$ cat src/rtl/conv_loop_sequencer_pkg.sv
// Shared types and widths for the convolution loop sequencer and its address generator peer.
package conv_loop_sequencer_pkg;

  localparam int unsigned BYTE      = 8;
  localparam int unsigned HALF_WORD = 16;
  localparam int unsigned PAD_W     = 2 * BYTE + 1;

  typedef enum logic [1:0] {
    S_IDLE = 2'd0,
    S_RUN  = 2'd1,
    S_DONE = 2'd2
  } seq_state_e;

  typedef struct packed {
    logic [BYTE-1:0] i;
    logic [BYTE-1:0] j;
    logic [BYTE-1:0] k;
    logic [BYTE-1:0] m;
    logic [BYTE-1:0] n;
    logic [BYTE-1:0] l;
  } loop_idx_t;

endpackage

$ cat src/rtl/conv_loop_sequencer_loop_counter.sv
// Single wrapping loop counter; o_wrap_c fires on the increment that returns it to zero,
// so it can drive the increment of the next-outer counter directly.
module conv_loop_sequencer_loop_counter #(
  parameter int unsigned WIDTH = 8
) (
  input  logic             clk,
  input  logic             rst_n,
  input  logic [WIDTH-1:0] i_bound,
  input  logic             i_inc,
  input  logic             i_clear,
  output logic [WIDTH-1:0] o_count,
  output logic             o_wrap_c
);

  logic [WIDTH-1:0] r_count;
  logic             w_at_max;

  assign w_at_max = (r_count == (i_bound - WIDTH'(1)));
  assign o_wrap_c = i_inc & w_at_max;
  assign o_count  = r_count;

  always_ff @(posedge clk or negedge rst_n) begin
    if (!rst_n) begin
      r_count <= '0;
    end else if (i_clear) begin
      r_count <= '0;
    end else if (i_inc) begin
      r_count <= w_at_max ? '0 : (r_count + WIDTH'(1));
    end
  end

endmodule

$ cat src/rtl/conv_loop_sequencer.sv
// Nested-loop tuple sequencer for the convolution layer: walks j,k,i,m,n,l one tuple per
// accepted beat, flags padding taps and accumulation boundaries, and honours back-pressure.
module conv_loop_sequencer
  import conv_loop_sequencer_pkg::*;
#(
  parameter int unsigned CONV_DIM_IMG    = 32,
  parameter int unsigned CONV_DIM_KERNEL = 5,
  parameter int unsigned CONV_DIM_CH     = 3,
  parameter int unsigned CONV_OUT_CH     = 32,
  parameter int unsigned CONV_DIM_OUT    = 32,
  parameter int unsigned STRIDE          = 1,
  parameter int unsigned PADDING         = 2
) (
  input  logic            clk,
  input  logic            rst_n,
  input  logic            i_start,
  input  logic            i_stall,
  output logic [BYTE-1:0] o_i,
  output logic [BYTE-1:0] o_j,
  output logic [BYTE-1:0] o_k,
  output logic [BYTE-1:0] o_m,
  output logic [BYTE-1:0] o_n,
  output logic [BYTE-1:0] o_l,
  output logic            o_enable,
  output logic            o_pad,
  output logic            o_acc_first,
  output logic            o_acc_last,
  output logic            o_busy,
  output logic            o_done
);

  localparam logic [BYTE-1:0] B_OUT = BYTE'(CONV_DIM_OUT);
  localparam logic [BYTE-1:0] B_OCH = BYTE'(CONV_OUT_CH);
  localparam logic [BYTE-1:0] B_KER = BYTE'(CONV_DIM_KERNEL);
  localparam logic [BYTE-1:0] B_CH  = BYTE'(CONV_DIM_CH);
  localparam logic [BYTE-1:0] K_MAX = BYTE'(CONV_DIM_KERNEL - 1);
  localparam logic [BYTE-1:0] C_MAX = BYTE'(CONV_DIM_CH - 1);

  localparam logic signed [PAD_W-1:0] IMG_S = PAD_W'(CONV_DIM_IMG);
  localparam logic signed [PAD_W-1:0] PAD_S = PAD_W'(PADDING);
  localparam logic        [PAD_W-1:0] STR_U = PAD_W'(STRIDE);

  seq_state_e r_state;
  seq_state_e w_state_nxt;
  logic       r_enable;
  logic       r_busy;
  logic       r_done;
  logic       w_enable_nxt;
  logic       w_busy_nxt;
  logic       w_done_nxt;

  logic       w_accept;
  logic       w_clear;
  loop_idx_t  w_idx;
  logic       w_wrap_l;
  logic       w_wrap_n;
  logic       w_wrap_m;
  logic       w_wrap_i;
  logic       w_wrap_k;
  logic       w_wrap_j;

  logic signed [PAD_W-1:0] w_row;
  logic signed [PAD_W-1:0] w_col;
  logic                    w_pad_tap;

  assign w_accept = (r_state == S_RUN) & ~i_stall;
  assign w_clear  = (r_state != S_RUN);

  // Innermost to outermost: l -> n -> m -> i -> k -> j, each carry driven by the inner wrap.
  conv_loop_sequencer_loop_counter #(.WIDTH(BYTE)) u_cnt_l (
    .clk      (clk),
    .rst_n    (rst_n),
    .i_bound  (B_CH),
    .i_inc    (w_accept),
    .i_clear  (w_clear),
    .o_count  (w_idx.l),
    .o_wrap_c (w_wrap_l)
  );

  conv_loop_sequencer_loop_counter #(.WIDTH(BYTE)) u_cnt_n (
    .clk      (clk),
    .rst_n    (rst_n),
    .i_bound  (B_KER),
    .i_inc    (w_wrap_l),
    .i_clear  (w_clear),
    .o_count  (w_idx.n),
    .o_wrap_c (w_wrap_n)
  );

  conv_loop_sequencer_loop_counter #(.WIDTH(BYTE)) u_cnt_m (
    .clk      (clk),
    .rst_n    (rst_n),
    .i_bound  (B_KER),
    .i_inc    (w_wrap_n),
    .i_clear  (w_clear),
    .o_count  (w_idx.m),
    .o_wrap_c (w_wrap_m)
  );

  conv_loop_sequencer_loop_counter #(.WIDTH(BYTE)) u_cnt_i (
    .clk      (clk),
    .rst_n    (rst_n),
    .i_bound  (B_OCH),
    .i_inc    (w_wrap_m),
    .i_clear  (w_clear),
    .o_count  (w_idx.i),
    .o_wrap_c (w_wrap_i)
  );

  conv_loop_sequencer_loop_counter #(.WIDTH(BYTE)) u_cnt_k (
    .clk      (clk),
    .rst_n    (rst_n),
    .i_bound  (B_OUT),
    .i_inc    (w_wrap_i),
    .i_clear  (w_clear),
    .o_count  (w_idx.k),
    .o_wrap_c (w_wrap_k)
  );

  conv_loop_sequencer_loop_counter #(.WIDTH(BYTE)) u_cnt_j (
    .clk      (clk),
    .rst_n    (rst_n),
    .i_bound  (B_OUT),
    .i_inc    (w_wrap_k),
    .i_clear  (w_clear),
    .o_count  (w_idx.j),
    .o_wrap_c (w_wrap_j)
  );

  // State and registered control outputs.
  always_ff @(posedge clk or negedge rst_n) begin
    if (!rst_n) begin
      r_state  <= S_IDLE;
      r_enable <= 1'b0;
      r_busy   <= 1'b0;
      r_done   <= 1'b0;
    end else begin
      r_state  <= w_state_nxt;
      r_enable <= w_enable_nxt;
      r_busy   <= w_busy_nxt;
      r_done   <= w_done_nxt;
    end
  end

  // Next state; the j wrap only fires when every inner counter is at its last value.
  always_comb begin
    w_state_nxt  = r_state;
    w_enable_nxt = 1'b0;
    w_busy_nxt   = 1'b0;
    w_done_nxt   = 1'b0;
    unique case (r_state)
      S_IDLE: if (i_start) w_state_nxt = S_RUN;
      S_RUN:  if (w_wrap_j) w_state_nxt = S_DONE;
      S_DONE: w_state_nxt = S_IDLE;
      default: w_state_nxt = S_IDLE;
    endcase
    w_enable_nxt = (w_state_nxt == S_RUN);
    w_busy_nxt   = (w_state_nxt == S_RUN);
    w_done_nxt   = (w_state_nxt == S_DONE);
  end

  // Tap position in the unpadded image, signed so the top/left border goes negative.
  assign w_row = $signed(STR_U * PAD_W'(w_idx.j)) + $signed(PAD_W'(w_idx.m)) - PAD_S;
  assign w_col = $signed(STR_U * PAD_W'(w_idx.k)) + $signed(PAD_W'(w_idx.n)) - PAD_S;

  assign w_pad_tap = w_row[PAD_W-1] | (w_row >= IMG_S) |
                     w_col[PAD_W-1] | (w_col >= IMG_S);

  assign o_i         = w_idx.i;
  assign o_j         = w_idx.j;
  assign o_k         = w_idx.k;
  assign o_m         = w_idx.m;
  assign o_n         = w_idx.n;
  assign o_l         = w_idx.l;
  assign o_enable    = r_enable;
  assign o_busy      = r_busy;
  assign o_done      = r_done;
  assign o_pad       = r_enable & w_pad_tap;
  assign o_acc_first = r_enable & (w_idx.m == '0) & (w_idx.n == '0) & (w_idx.l == '0);
  assign o_acc_last  = r_enable & (w_idx.m == K_MAX) & (w_idx.n == K_MAX) & (w_idx.l == C_MAX);

endmodule

$ cat config.mk
export PLATFORM = sky130hd
export DESIGN_NAME = conv_loop_sequencer
export DESIGN_NICKNAME = d
export VERILOG_FILES = /design/src/rtl/conv_loop_sequencer_pkg.sv /design/src/rtl/conv_loop_sequencer_loop_counter.sv /design/src/rtl/conv_loop_sequencer.sv
export SDC_FILE = /design/constraint.sdc
export NUM_CORES = 1
export LEC_CHECK = 0
export CORE_ASPECT_RATIO = 1.4
export CORE_MARGIN = 1
export CORE_UTILIZATION = 60
export CTS_BUF_LIST = sky130_fd_sc_hd__clkbuf_16
export CTS_CLUSTER_SIZE = 40
export DETAILED_ROUTE_END_ITERATION = 16
export PLACE_DENSITY = 0.89
export SYNTH_ARGS = -nofsm -noshare
export SYNTH_HDL_FRONTEND = slang
export SYNTH_SLANG_ARGS = --single-unit
$ cat constraint.sdc
create_clock -name clk -period 7.6 [get_ports clk]
set_input_delay 1.52 -clock clk [delete_from_list [all_inputs] [get_ports clk]]
set_output_delay 1.52 -clock clk [all_outputs]
set_load 0.02 [all_outputs]
# Yosys cells after proc, flatten, opt, wreduce, memory -nomap -nowiden
# Cells that the tools add are included.
[word_totals]
reg_bits = 52
in_bits = 4
output_inout_bits = 54
[classes]
addsub = 10
n_lt_le_gt_ge = 2
eq_ne = 10
muxes = 21
n_bitwise = 18
reduce_logical = 10
[ops]
columns = ["cell", "n"]
rows = [
  ["8-bit 2-to-1 mux", 18],
  ["8-bit by 1-bit adder with 8-bit output (second input constant)", 6],
  ["8-bit by 5-bit equality test with 1-bit output (second input constant)", 3],
  ["8-bit logical NOT", 3],
  ["10-bit by 7-bit greater-or-equal comparator with 1-bit output (second input constant)", 2],
  ["9-bit by 2-bit subtractor with 10-bit output (second input constant)", 2],
  ["8-bit by 8-bit adder with 9-bit output", 2],
  ["8-bit by 3-bit equality test with 1-bit output (second input constant)", 2],
  ["1-bit AND", 14],
  ["2-bit nonzero test", 6],
  ["8-bit by 2-bit equality test with 1-bit output (second input constant)", 1],
  ["2-bit by 1-bit equality test with 1-bit output (second input constant)", 2],
  ["2-bit 2-to-1 mux", 2],
  ["2-bit one-hot mux with 2 select lines", 1],
  ["1-bit OR", 3],
  ["2-bit equality test (second input constant)", 1],
  ["2-bit logical NOT", 1],
  ["2-bit by 1-bit != test with 1-bit output (second input constant)", 1],
  ["1-bit NOT", 1],
]

# Longest topological paths before layout
# Gate-level depths: netlist (run 1).
[depth]
word_depth = 11
depth_mapped = 10
ltp_nobuf = 10

# Cells and area by module
# From an unflattened synthesis (run 1), not the netlist that was laid out.
[hier_totals]
hier_cells = 651
area_unflattened_um2 = 5962.0
[modules_own_cells]
columns = ["mod", "n_inst", "cells_per_inst", "area_each_um2", "seq_area_each_um2"]
rows = [
  ["conv_loop_sequencer_loop_counter", 6, 81, 788.3, 200.2],
  ["conv_loop_sequencer", 1, 165, 1232.4, 100.1],
]

# Least setup slack after synthesis (run 1)
# OpenSTA, ideal clock, no wires.
[synth_path]
path_kind = "register to output"
startpoint = "reg u_cnt_n.r_count[1] (netlist: u_cnt_n.o_count[1])"
endpoint = "out o_pad"
arrival_time_ps = 2782
t_required_ps = 6080
slack_ps = 3298
stages_incl_launch_ff = 11
path_cell_list = "dfrtp_1 inv_1 ha_1 inv_1 ha_1 fa_1 a21o_1 a21o_1 a2111oi_0 nor3b_1 o41a_1"
[synth_between]
elab_chain_len = 5
elab_cells_between_ends = 6
[synth_rtl]
columns = ["element", "line", "text"]
rows = [
  ["start, declared", "conv_loop_sequencer_loop_counter.sv:15", "logic [WIDTH-1:0] r_count;"],
  ["start signal, assigned", "conv_loop_sequencer_loop_counter.sv:28", "r_count <= w_at_max ? '0 : (r_count + WIDTH'(1));"],
  ["8-bit by 8-bit adder with 9-bit output (*)", "conv_loop_sequencer.sv:164", "assign w_col = $signed(STR_U * PAD_W'(w_idx.k)) + $signed(PAD_W'(w_idx.n)) - PAD_S;"],
  ["9-bit by 2-bit subtractor with 10-bit output (*)", "conv_loop_sequencer.sv:164", ""],
  ["10-bit by 7-bit greater-or-equal comparator with 1-bit output / 1-bit OR (equally long branches)", "conv_loop_sequencer.sv:167, conv_loop_sequencer.sv:166", ""],
  ["1-bit OR (*)", "conv_loop_sequencer.sv:167", "w_col[PAD_W-1] | (w_col >= IMG_S);"],
  ["1-bit AND (*)", "conv_loop_sequencer.sv:178", "assign o_pad = r_enable & w_pad_tap;"],
  ["end, declared", "conv_loop_sequencer.sv:25", "output logic o_pad,"],
]
# Mark *: on every way between the ends. The rest lies on a longest branch, timed or not.

# Worst setup path in the final report (run 1)
# Ends and elaborated chain as after synthesis.

==> results of run 1 <==
==> state kept, by name, indices dropped and copies added (netlist names) <==
| signal | count |
|---|---|
| u_cnt_n.o_count | 8 |
| o_done | 1 |
| o_busy | 1 |
| u_cnt_l.o_count | 8 |
| u_cnt_m.o_count | 8 |
| u_cnt_k.o_count | 8 |
| r_state | 2 |
| u_cnt_j.o_count | 8 |
| u_cnt_i.o_count | 8 |
==> power groups by stage <==
stage | Sequential [mW] | Combinational, mW | Clock, mW
after floorplan | 0.381 | 0.199 | 0
after CTS | 0.353 | 0.356 | 0.228
after global routing | 0.359 | 0.393 | 0.235
after detailed placement | 0.358 | 0.353 | 0
final | 0.353 | 0.356 | 0.226
after global placement | 0.355 | 0.339 | 0
==> worst max path at each step <==
| stage | to | startpoint | slack (ns) | depth (start not counted) |
|---|---|---|---|---|
| finish | o_pad | u_cnt_n.o_count[1] | 2.37 | 11 |
| global route | o_pad | u_cnt_n.o_count[1] | 2.22 | 11 |
| CTS | o_pad | u_cnt_n.o_count[1] | 2.43 | 11 |
| detailed placement | o_pad | u_cnt_n.o_count[1] | 2.75 | 11 |
| global placement | o_pad | u_cnt_n.o_count[1] | 2.86 | 11 |
| floorplan | o_pad | u_cnt_n.o_count[1] | 3.30 | 10 |
==> logic make-up (layout without fill, tap and decap cells) <==
family / after synthesis / in the layout / share of synthesized area, %
AO/OA/AOI/OAI: 101 / 101 / 16.0
XOR/XNOR: 11 / 11 / 2.46
adder cells (fa/ha/maj): 42 / 42 / 13.8
buffers and inverters: 76 / 132 / 8.07
flip-flops: 52 / 52 / 33.2
multiplexers: 5 / 5 / 1.31
AND/OR/NAND/NOR: 173 / 173 / 25.2
==> cell usage in the layout, fill, tap and decap left out, types with 13 or more instances in the layout <==
master / instances
nand2_1: 32
clkdlybuf4s50_1: 56
dfrtp_1: 52
ha_1: 40
a21oi_1: 25
nand4_1: 13
nor3_1: 13
nor2_1: 31
o21ai_0: 37
nand3_1: 27
inv_1: 65
==> through the flow <==
stage / utilization (%) / setup slack [ns] / hold WS [ns] / cells / area (µm²)
6_report: 74.6 / 2.37 / 0.495 / 588 / 4670
5_1_grt: 74.6 / 2.22 / 0.505 / 588 / 4670
4_1_cts: 74.6 / 2.43 / 0.495 / 588 / 4670
3_5_place_dp: 72.3 / 2.75 / 0.490 / 580 / 4520
3_3_place_gp: 72.3 / 2.86 / 0.471 / 580 / 4520
2_1_floorplan: - / 3.30 / 0.451 / 460 / 3920
==> cell type report <==
cell class	instances	area (µm²)
tap	72	90.1
timing repair buffer	60	588
fill	473	1590
clock buffer	5	125
sequential	52	1300
clock inverter	3	17.5
inverter	64	240
multi-input combinational	332	2300
==> layer usage <==
| layer | share of wire (%) | track usage [%] |
|---|---|---|
| met5 | 0 | 0 |
| met4 | 5.3 | 17.1 |
| met3 | 5.0 | 3.84 |
| met2 | 52 | 54.9 |
| met1 | 38 | 34.2 |
==> critical path: stages, from the launching register on <==
cell,delay (ns)
dfrtp_1,0.42
inv_1,0.09
ha_1,0.28
inv_1,0.05
ha_1,0.22
fa_1,0.41
a21o_1,0.20
a21o_1,0.21
a2111oi_0,0.47
nor3b_1,0.11
o41a_1,0.41
clkdlybuf4s50_1,0.54
==> metrics.md, run 1 <==
| Metric | Value |
|---|---|
| Number of flops mapped to enable cells by yosys | 0 |
| Die Wd | 70.3 µm |
| Hold Path Depth | 1 |
| RSZ-0062 raised after global routing | false |
| # hold bufs at CTS | 0 |
| P_int | 0.578 mW |
| Vias in the first global route | 3,667 |
| HP Start | r_state[1] |
| R2r startpoint | r_state[1] |
| Worst-Margin Slew | 1.14 ns |
| R2R Setup Slk | 4.59 ns |
| Antenna-violating nets left | 0 |
| Syn Area/Cell | 8.53 µm² |
| Average vias per placed instance | 6.30 |
| Pleak | 2.04 nW |
| Final setup violation count | 0 |
| CTS buffer count | 5 |
| FFs w/ async S/R, synth | 100% |
| Initial detailed-routing violation count | 293 |
| Sw power | 0.357 mW |
| Number of I/O port buffers | 57 |
| Pins Over Slew Limit | 0 |
| Clk_skew | 0.00628 ns |
| Setup bufs post-CTS | 0 |
| Post-Synthesis Cells | 460 |
| Die Area | 0.00687 mm² |
| Final wirelength | 10.2 mm |
| Worst r2r path cells | 5 |
| Gr usage total | 30.6% |
| Area share of the largest cell type after synthesis | 33.2% |
| Post-synth top cells | inv_1, dfrtp_1, ha_1, o21ai_0, nand2_1 |
| Via Count | 3,705 |
| Syn Std Cell Area | 0.00392 mm² |
| Ports | 58 |
| Seq cells post-synth | 52 |
| CP Data Required Time | 6.08 ns |
| Root buffer cell | clkbuf_16 |
| Top_reg_cell synth | dfrtp_1 |
| Minimum clock period | 5.23 ns |
| Register area share after synthesis | 33.2% |
| Run status | finished, final reports clean |
| Ratio of cells with drive above 1 in the final layout | 6.20% |
| First-pass GRT wire length | 16.8 mm |
| GPL Wtd Cong | 0.892 |
| VDD IR max | 0.192 mV |
| Nets@finish | 561 |
| PD cells | 200 mW/mm² |
| Pwr Total | 0.936 mW |
| Setup CP Type | reg2out |
| Sw Share | 38.2% |
| Initial antenna violation count | 0 |
| Rel. slew slack | 23.3% |
| Largest net degree at the start of global routing | 53 |
| WHS Endpoint | o_busy |
| Die Y | 97.7 µm |
| Combinational power share | 38.1% |
| Fmax | 191 MHz |
| DR WL/cell | 17.3 µm |
| Clk_lat worst skew | 0.29 ns |
| CP Max Fanout | 6 |
| CP arrival | 3.71 ns |
| R2R Path End | u_cnt_k.o_count[1] |
| Clock network power share | 24.1% |
| Gr ovfl total | 0 |
| Dpl hpwl | 7.69 mm |
| Critical path endpoint category | primary output |
| Number of distinct library cells after synthesis | 60 |
| Core ar. | 0.00625 mm² |
| Critical Path Start Type | register |
| Setup_tns | 0 ns |
| H-tree depth | 2 |
| DRC violations left | 0 |
| Fin. Hold Viols | 0 |
| Hold WC Path Type | reg2reg |
| CTS tree | yes |
| Total iterations of the first detailed-routing run | 5 |
| Post-Syn Nets | 506 |
| CTS resizes | 0 |
| Worst-path clk slew | 0.07 ns |
| Largest area contributor in the netlist | dfrtp_1 |
| Clock Sinks | 52 |
| Tcrit/Tclk final | 68.8% |
| Max-Cap Viols | 0 |
| Number of diodes | 0 |
| Max clock buf depth | 2 |
| Yosys Warn Count | 0 |
| Synth area leaders | dfrtp_1, ha_1, inv_1, o21ai_0, nand3_1 |
| Row cnt | 34 |
| Most numerous cell in the Yosys netlist | inv_1 |
| Area growth syn-to-layout | 19.0% |
| Flop pwr share | 37.8% |
| Starting Density | 62.7% |
(Power assumes the default switching activity.)
==> run 2, diff against run 1 <==
CORE_UTILIZATION = 50   (was 60)
PLACE_DENSITY = 0.79   (was 0.89)
clock period = 4.4 ns   (was 7.6 ns; I/O delays follow)
==> run 2 against run 1 <==
- critical path depth stayed put
- sequential cell count stayed put
- non-clock buffer count is 2 higher
- via count is 4.0% lower
- critical endpoint unchanged
==> metrics.md, run 2 (synthesized netlist as in run 1, its figures left out) <==
| Metric | Value |
|---|---|
| Run status | finished, final reports clean |
| Worst r2r path cells | 7 (+2) |
| Core ar. | 0.00745 mm² (+19%) |
| Pleak | 2.04 nW (about the same) |
| WL met1 | 4.00 mm (+4.3%) |
| Setup CP Type | reg2out |
| CTS tree | yes |
| Max-Cap Viols | 0 (unchanged) |
| Vias in the first global route | 3,432 (-6.4%) |
| Nets@finish | 563 (+0.36%) |
| H-tree depth | 2 (unchanged) |
| Minimum clock period | 4.24 ns |
| Gr usage total | 25.1% (-5.5 points) |
| Max clock buf depth | 2 (unchanged) |
| Commonest cells after routing, fill and taps aside | inv_1, clkdlybuf4s50_1, dfrtp_1, ha_1, o21ai_0 |
| Hold Path Depth | 1 (unchanged) |
| Starting Density | 52.6% (-10 points) |
| Antenna-violating nets left | 0 (unchanged) |
| Number of diodes | 0 (unchanged) |
| Area growth syn-to-layout | 20.3% |
| DR WL/cell | 16.0 µm (-7.6%) |
| Average vias per placed instance | 5.79 (-8.2%) |
| Total iterations of the first detailed-routing run | 6 (+1) |
| Cell count after placement | 607 (+4.7%) |
| Fmax | 236 MHz |
| Ratio of cells with drive above 1 in the final layout | 6.76% (+0.56 points) |
| Gr ovfl total | 0 (unchanged) |
| Die Wd | 76.9 µm (+9.3%) |
| Via Count | 3,558 (-4.0%) |
| Critical Path Start Type | register |
| Fill cells | 668 (+41%) |
| Initial detailed-routing violation count | 190 (-35%) |
| # hold bufs at CTS | 0 (unchanged) |
| Clk_lat worst skew | 0.30 ns (about the same) |
| CP Max Fanout | 5 (-1) |
| CTS buffer count | 5 (unchanged) |
| Largest net degree at the start of global routing | 53 (unchanged) |
| Finished Layout Cells | 615 (+4.6%) |
| CP Data Required Time | 3.52 ns (-2.56 ns) |
| Clk_skew | 0.00671 ns (+0.000432 ns) |
| Initial antenna violation count | 0 (unchanged) |
| Final setup violation count | 0 (unchanged) |
| First-pass GRT wire length | 16.1 mm (-4.1%) |
| Dpl hpwl | 7.54 mm (-1.9%) |
| DR WL met3 | 374 µm (-26%) |
| Rel. slew slack | 21.7% (-1.6 points) |
| WL met2 | 5.05 mm (-4.4%) |
| Tcrit/Tclk final | 96.3% |
| Root buffer cell | clkbuf_16 |
| GPL Wtd Cong | 0.875 (-1.9%) |
| Clock Sinks | 52 (unchanged) |
| Ports | 58 (unchanged) |
| Die Y | 107 µm (+9.3%) |
| Pwr Total | 1.61 mW (+72%) |
| Highest metal layer with signal wires | met4 |
| DRC violations left | 0 (unchanged) |
| Fin. Hold Viols | 0 (unchanged) |
| Die Area | 0.00821 mm² (+19%) |
| Final wirelength | 9.82 mm (-3.3%) |
| RSZ-0062 raised after global routing | false |
| Worst-path clk slew | 0.07 ns (about the same) |
| Setup bufs post-CTS | 0 (unchanged) |
| Critical path endpoint category | primary output |
| Hold WC Path Type | reg2reg |
| Worst-Margin Slew | 1.16 ns (+0.0234 ns) |
| CP arrival | 3.36 ns (-0.35 ns) |
| Number of I/O port buffers | 57 (unchanged) |
| Most common cell after layout, fill and taps aside | inv_1 |
| Pins Over Slew Limit | 0 (unchanged) |
| VDD IR max | 0.245 mV (+27%) |
| Row cnt | 37 (+8.8%) |
| PD cells | 341 mW/mm² (+70%) |
| Setup_tns | 0 ns (unchanged) |
| CTS resizes | 2 (+2) |
==> run 2: cell count changes in the layout (fill, tap and decap cells not counted) <==
cell             before  now
dfrtp_1              52   51
clkdlybuf4s50_1      56   55
dfrtp_2               0    1
clkinv_4              0    1
buf_4                 3    5
clkinvlp_4            0    1
clkinv_2              1    0
a2111oi_0             1    0
inv_6                 1    0
a2111oi_1             0    1
dlygate4sd2_1         0    1
==> run 2: where the power goes <==
group	leakage, nW	switching [mW]	internal, mW
Sequential	0.692	0.0788	0.525
Clock	0.0712	0.178	0.210
Combinational	1.28	0.349	0.268
Total	2.04	0.606	1.00
==> run 2: stage by stage <==
stage / area, µm² / setup WS, ns / utilization [%] / hold slack, ns
after floorplan: 3920 / 0.738 / - / 0.451
after global placement: 4570 / 0.314 / 61.3 / 0.476
after detailed placement: 4570 / 0.210 / 61.3 / 0.484
after CTS: 4720 / 0.141 / 63.3 / 0.496
after global routing: 4720 / 0.0153 / 63.3 / 0.511
final: 4720 / 0.161 / 63.3 / 0.491
==> run 2: path summary, 6_finish.rpt <==
kind / from / endpoint / slack [ns]
worst max-delay path: u_cnt_k.o_count[1] / o_pad / 0.16
min in group asynchronous: rst_n / u_cnt_i.o_count[4] / 0.70
worst min-delay path: r_state[1] / o_busy / 0.49
worst min register to register: r_state[1] / o_busy / 0.49
worst max register to register: u_cnt_m.o_count[0] / u_cnt_k.o_count[1] / 1.82
max in group asynchronous: rst_n / u_cnt_n.o_count[1] / 3.21
==> run 2: worst max-delay path, cell delays in order, from the launching register on <==
cell and delay (ns):
dfrtp_1 0.42, inv_1 0.08, ha_1 0.28, inv_1 0.04, ha_1 0.22, fa_1 0.39
a21o_1 0.19, a21o_1 0.21, a2111oi_1 0.41, nor3b_1 0.10, o41a_1 0.40, dlygate4sd2_1 0.32
==> run 2: area by class of cell <==
cell class,count,area [µm²],area share (%)
clock buffers,5,125,2.65
clock inverters,3,20.0,0.424
inverters,64,240,5.09
multi-input cells,332,2310,48.9
flip-flops and latches,52,1300,27.6
well taps,97,121,2.57
repair buffers,62,602,12.8
==> run 2: metal layers <==
metal / track usage (%) / vias to the layer above
met5: 0 / -
met4: 14.3 / 0
met3: 4.17 / 21
met2: 45.6 / 79
met1: 27.2 / 1699
li1: - / 1759
==> run 3, diff against run 2 <==
ABC_AREA = 1   (was unset)
CELL_PAD_IN_SITES_DETAIL_PLACEMENT = 0   (was unset)
CELL_PAD_IN_SITES_GLOBAL_PLACEMENT = 2   (was unset)
CORE_UTILIZATION = 32   (was 50)
PLACE_DENSITY = 0.84   (was 0.79)
clock period = 4.3 ns   (was 4.4 ns; I/O delays follow)
==> run 3 against run 2 <==
- non-clock buffer count is 3 lower
- area after synthesis is 4.1% higher
- via count is 3.7% higher
- largest cell class unchanged
==> metrics.md, run 3 <==
| Metric | Value |
|---|---|
| Number of distinct library cells after synthesis | 40 (-33%) |
| Ratio of cells with drive above 1 in the final layout | 7.98% (+1.2 points) |
| Post-synth top cells | nand2_1, inv_1, nand3_1, dfrtp_1, nor2_1 |
| Critical Path Start Type | register |
| First-pass GRT wire length | 17.7 mm (+9.4%) |
| Area occupied by multi-input gates | 0.00232 mm² (+0.49%) |
| CTS buffer count | 5 (unchanged) |
| Area share of the largest cell type after synthesis | 31.9% (-1.3 points) |
| Register area share after synthesis | 31.9% (-1.3 points) |
| GPL Wtd Cong | 0.820 (-6.2%) |
| Syn Std Cell Area | 0.00408 mm² (+4.1%) |
| CP Cell Sequence | inv_1 -> ha_1 -> inv_1 -> ha_1 -> fa_1 -> nand3_1 -> nand2_1 -> a21oi_1 -> nor2_1 -> a21oi_1 -> nand3_1 -> nand2_1 -> inv_1 -> clkdlybuf4s50_1 |
| PD cells | 267 mW/mm² (-22%) |
| Mux contribution to synthesized area | 0% (-1.3 points) |
| Clk_lat worst skew | 0.30 ns (about the same) |
| Finished Core Util | 40.0% (-23 points) |
| Initial antenna violation count | 0 (unchanged) |
| Root buffer cell | clkbuf_16 |
| Area growth syn-to-layout | 21.1% |
| Run status | finished, final reports clean |
| Number of diodes | 0 (unchanged) |
| Core ar. | 0.0124 mm² (+66%) |
| Number of flops mapped to enable cells by yosys | 0 (unchanged) |
| Pins Over Slew Limit | 0 (unchanged) |
| Post-Synthesis Cells | 556 (+21%) |
| Worst-path clk slew | 0.08 ns (about the same) |
| RSZ-0062 raised after global routing | false |
| FFs w/ async S/R, synth | 100% (unchanged) |
| Final setup violation count | 0 (unchanged) |
| Worst-Margin Slew | 0.874 ns (-0.290 ns) |
| Synth Area in Compound Gates | 7.63% (-8.4 points) |
| Vias in the first global route | 3,678 (+7.2%) |
| Fill cells | 1,303 (+95%) |
| Setup bufs post-CTS | 0 (unchanged) |
| # hold bufs at CTS | 0 (unchanged) |
| Most numerous cell in the Yosys netlist | nand2_1 |
| Number of I/O port buffers | 57 (unchanged) |
| CP peak stage delay | 0.52 ns (+0.10 ns) |
| Grt met2 use | 30.8% (-15 points) |
| Fin. Hold Viols | 0 (unchanged) |
| Cell family with most CP delay | adder cells |
| Via Count | 3,688 (+3.7%) |
| CTS tree | yes |
| Dpl hpwl | 8.52 mm (+13%) |
| Syn Area/Cell | 7.34 µm² (-14%) |
| WHS | 0.537 ns (+0.0452 ns) |
| Clk_skew | 0.00873 ns (+0.00201 ns) |
| Synth Area in XOR/XNOR | 2.57% (+0.12 points) |
| Post-Syn Nets | 602 (+19%) |
| Die Wd | 97.5 µm (+27%) |
| Synth Area in Adders | 13.2% (-0.54 points) |
| Simple-gate share of the synthesized area | 33.3% (+8.1 points) |
| CP Max Fanout | 4 (-1) |
| VDD IR max | 0.277 mV (+13%) |
| Synth area leaders | dfrtp_1, ha_1, nand2_1, inv_1, nand3_1 |
| Fmax | 263 MHz |
| Tcrit/Tclk final | 88.5% |
| Count of buffer and inverter cells on the critical path | 4 (+1) |
| Pleak | 2.50 nW (+22%) |
| Antenna-violating nets left | 0 (unchanged) |
| Critical path endpoint category | primary output |
| CP arrival | 2.95 ns (-0.41 ns) |
| Nets@finish | 659 (+17%) |
| Setup CP Type | reg2out |
| Max-Cap Viols | 0 (unchanged) |
| Clock Sinks | 52 (unchanged) |
| Die Area | 0.0132 mm² (+61%) |
| Gr usage total | 16.5% (-8.5 points) |
| CP Data Required Time | 3.44 ns (-0.08 ns) |
| Most common cell after layout, fill and taps aside | nand2_1 |
| DR WL/cell | 14.1 µm (-12%) |
| Largest family of logic cells by synthesized area | simple AND/OR/NAND/NOR gates |
| Yosys Warn Count | 0 (unchanged) |
| Met1 Resource Use GR | 19.8% (-7.4 points) |
| Top Usage Layer GRT | met2 |
| Rel. slew slack | 41.8% (+20 points) |
| DRC violations left | 0 (unchanged) |
| Top cell by count, worst path | inv_1 |
| H-tree depth | 2 (unchanged) |
| Setup_tns | 0 ns (unchanged) |
| Die Y | 136 µm (+27%) |
| M3 GR Usage | 2.27% (-1.9 points) |
| Row cnt | 48 (+30%) |
| Minimum clock period | 3.81 ns |
| Average vias per placed instance | 4.83 (-17%) |
| Gr ovfl total | 0 (unchanged) |
| Top_reg_cell synth | dfrtp_1 |
| Hold WC Path Type | reg2reg |
| Max clock buf depth | 2 (unchanged) |
| Largest net degree at the start of global routing | 41 (-23%) |
| Seq cells post-synth | 52 (unchanged) |
| Total iterations of the first detailed-routing run | 4 (-2) |
| Initial detailed-routing violation count | 171 (-10%) |
| Final wirelength | 10.8 mm (+9.5%) |
| Starting Density | 33.0% (-20 points) |
| Largest area contributor in the netlist | dfrtp_1 |
| Commonest cells after routing, fill and taps aside | nand2_1, inv_1, clkdlybuf4s50_1, nand3_1, dfrtp_1 |
| Ports | 58 (unchanged) |
| Critical path's slowest cell | clkdlybuf4s50_1 |
| Area occupied by registers | 0.00130 mm² (about the same) |
| CTS resizes | 0 (-2) |
-- run 3: cell count changes in the layout (fill, tap and decap cells not counted), sizes merged, moves of 8 or more --
| cell | change |
|---|---|
| a21oi | -10 |
| and3 | -8 |
| inv | +43 |
| nand2 | +90 |
| nand3 | +30 |
| nand4 | +9 |
| nor2 | +21 |
| or3 | -10 |
| xor2 | +8 |
-- run 3: through the flow --
| step | area (µm²) | power (mW) | worst slack, ns | std cells |
|---|---|---|---|---|
| after detailed placement | 4800 | 0.914 | 0.784 | 756 |
| after global routing | 4940 | 1.39 | 0.211 | 764 |
| after floorplan | 4080 | 0.779 | 1.28 | 556 |
| after CTS | 4940 | 1.34 | 0.438 | 764 |
| after global placement | 4800 | 0.905 | 0.819 | 756 |
| final | 4940 | 1.32 | 0.493 | 764 |
-- run 3: area by class of cell --
class | instances | share of cell area (%)
Multi-Input combinational cell | 386 | 46.9
Sequential cell | 52 | 26.3
Timing Repair Buffer | 59 | 11.7
Inverter | 109 | 8.32
Tap cell | 150 | 3.80
Clock buffer | 5 | 2.53
Clock inverter | 3 | 0.430
-- run 3: worst min-delay path, cell delays in order, from the launching register on --
cell	delay, ns
dfrtp_1	0.38
nand2_1	0.08
o21ai_2	0.05
-- run 3: logic make-up (layout without fill, tap and decap cells) --
logic type                 count (synthesis)  count (layout)
buffers and inverters                    118             176
AOI/OAI and AO/OA                         57              57
DFF                                       52              52
adders and majority gates                 42              42
and+or+nand+nor                          275             275
xor gates and xnor gates                  12              12
-- run 3: worst paths after layout --
path | start | endpoint | slack (ns) | cells after the start
worst min register to register | u_cnt_k.o_count[7] | u_cnt_k.o_count[7] | 0.54 | 2
worst min-delay path | u_cnt_k.o_count[7] | u_cnt_k.o_count[7] | 0.54 | 2
worst max register to register | r_state[0] | u_cnt_n.o_count[4] | 1.91 | 6
min in group asynchronous | rst_n | r_state[1] | 0.68 | 1
worst max-delay path | u_cnt_n.o_count[1] | o_pad | 0.49 | 14
max in group asynchronous | rst_n | u_cnt_m.o_count[4] | 2.82 | 2
-- run 3: metal layers --
| metal | up-vias | part of all wire (%) |
|---|---|---|
| met5 | - | 0 |
| met4 | 0 | 1.1 |
| met3 | 8 | 2.7 |
| met2 | 55 | 52 |
| met1 | 1714 | 44 |
| li1 | 1911 | - |
-- run 3: report_power, final --
group	internal (mW)	switching, mW
sequential	0.522	0.0445
clock	0.218	0.200
combinational	0.129	0.205
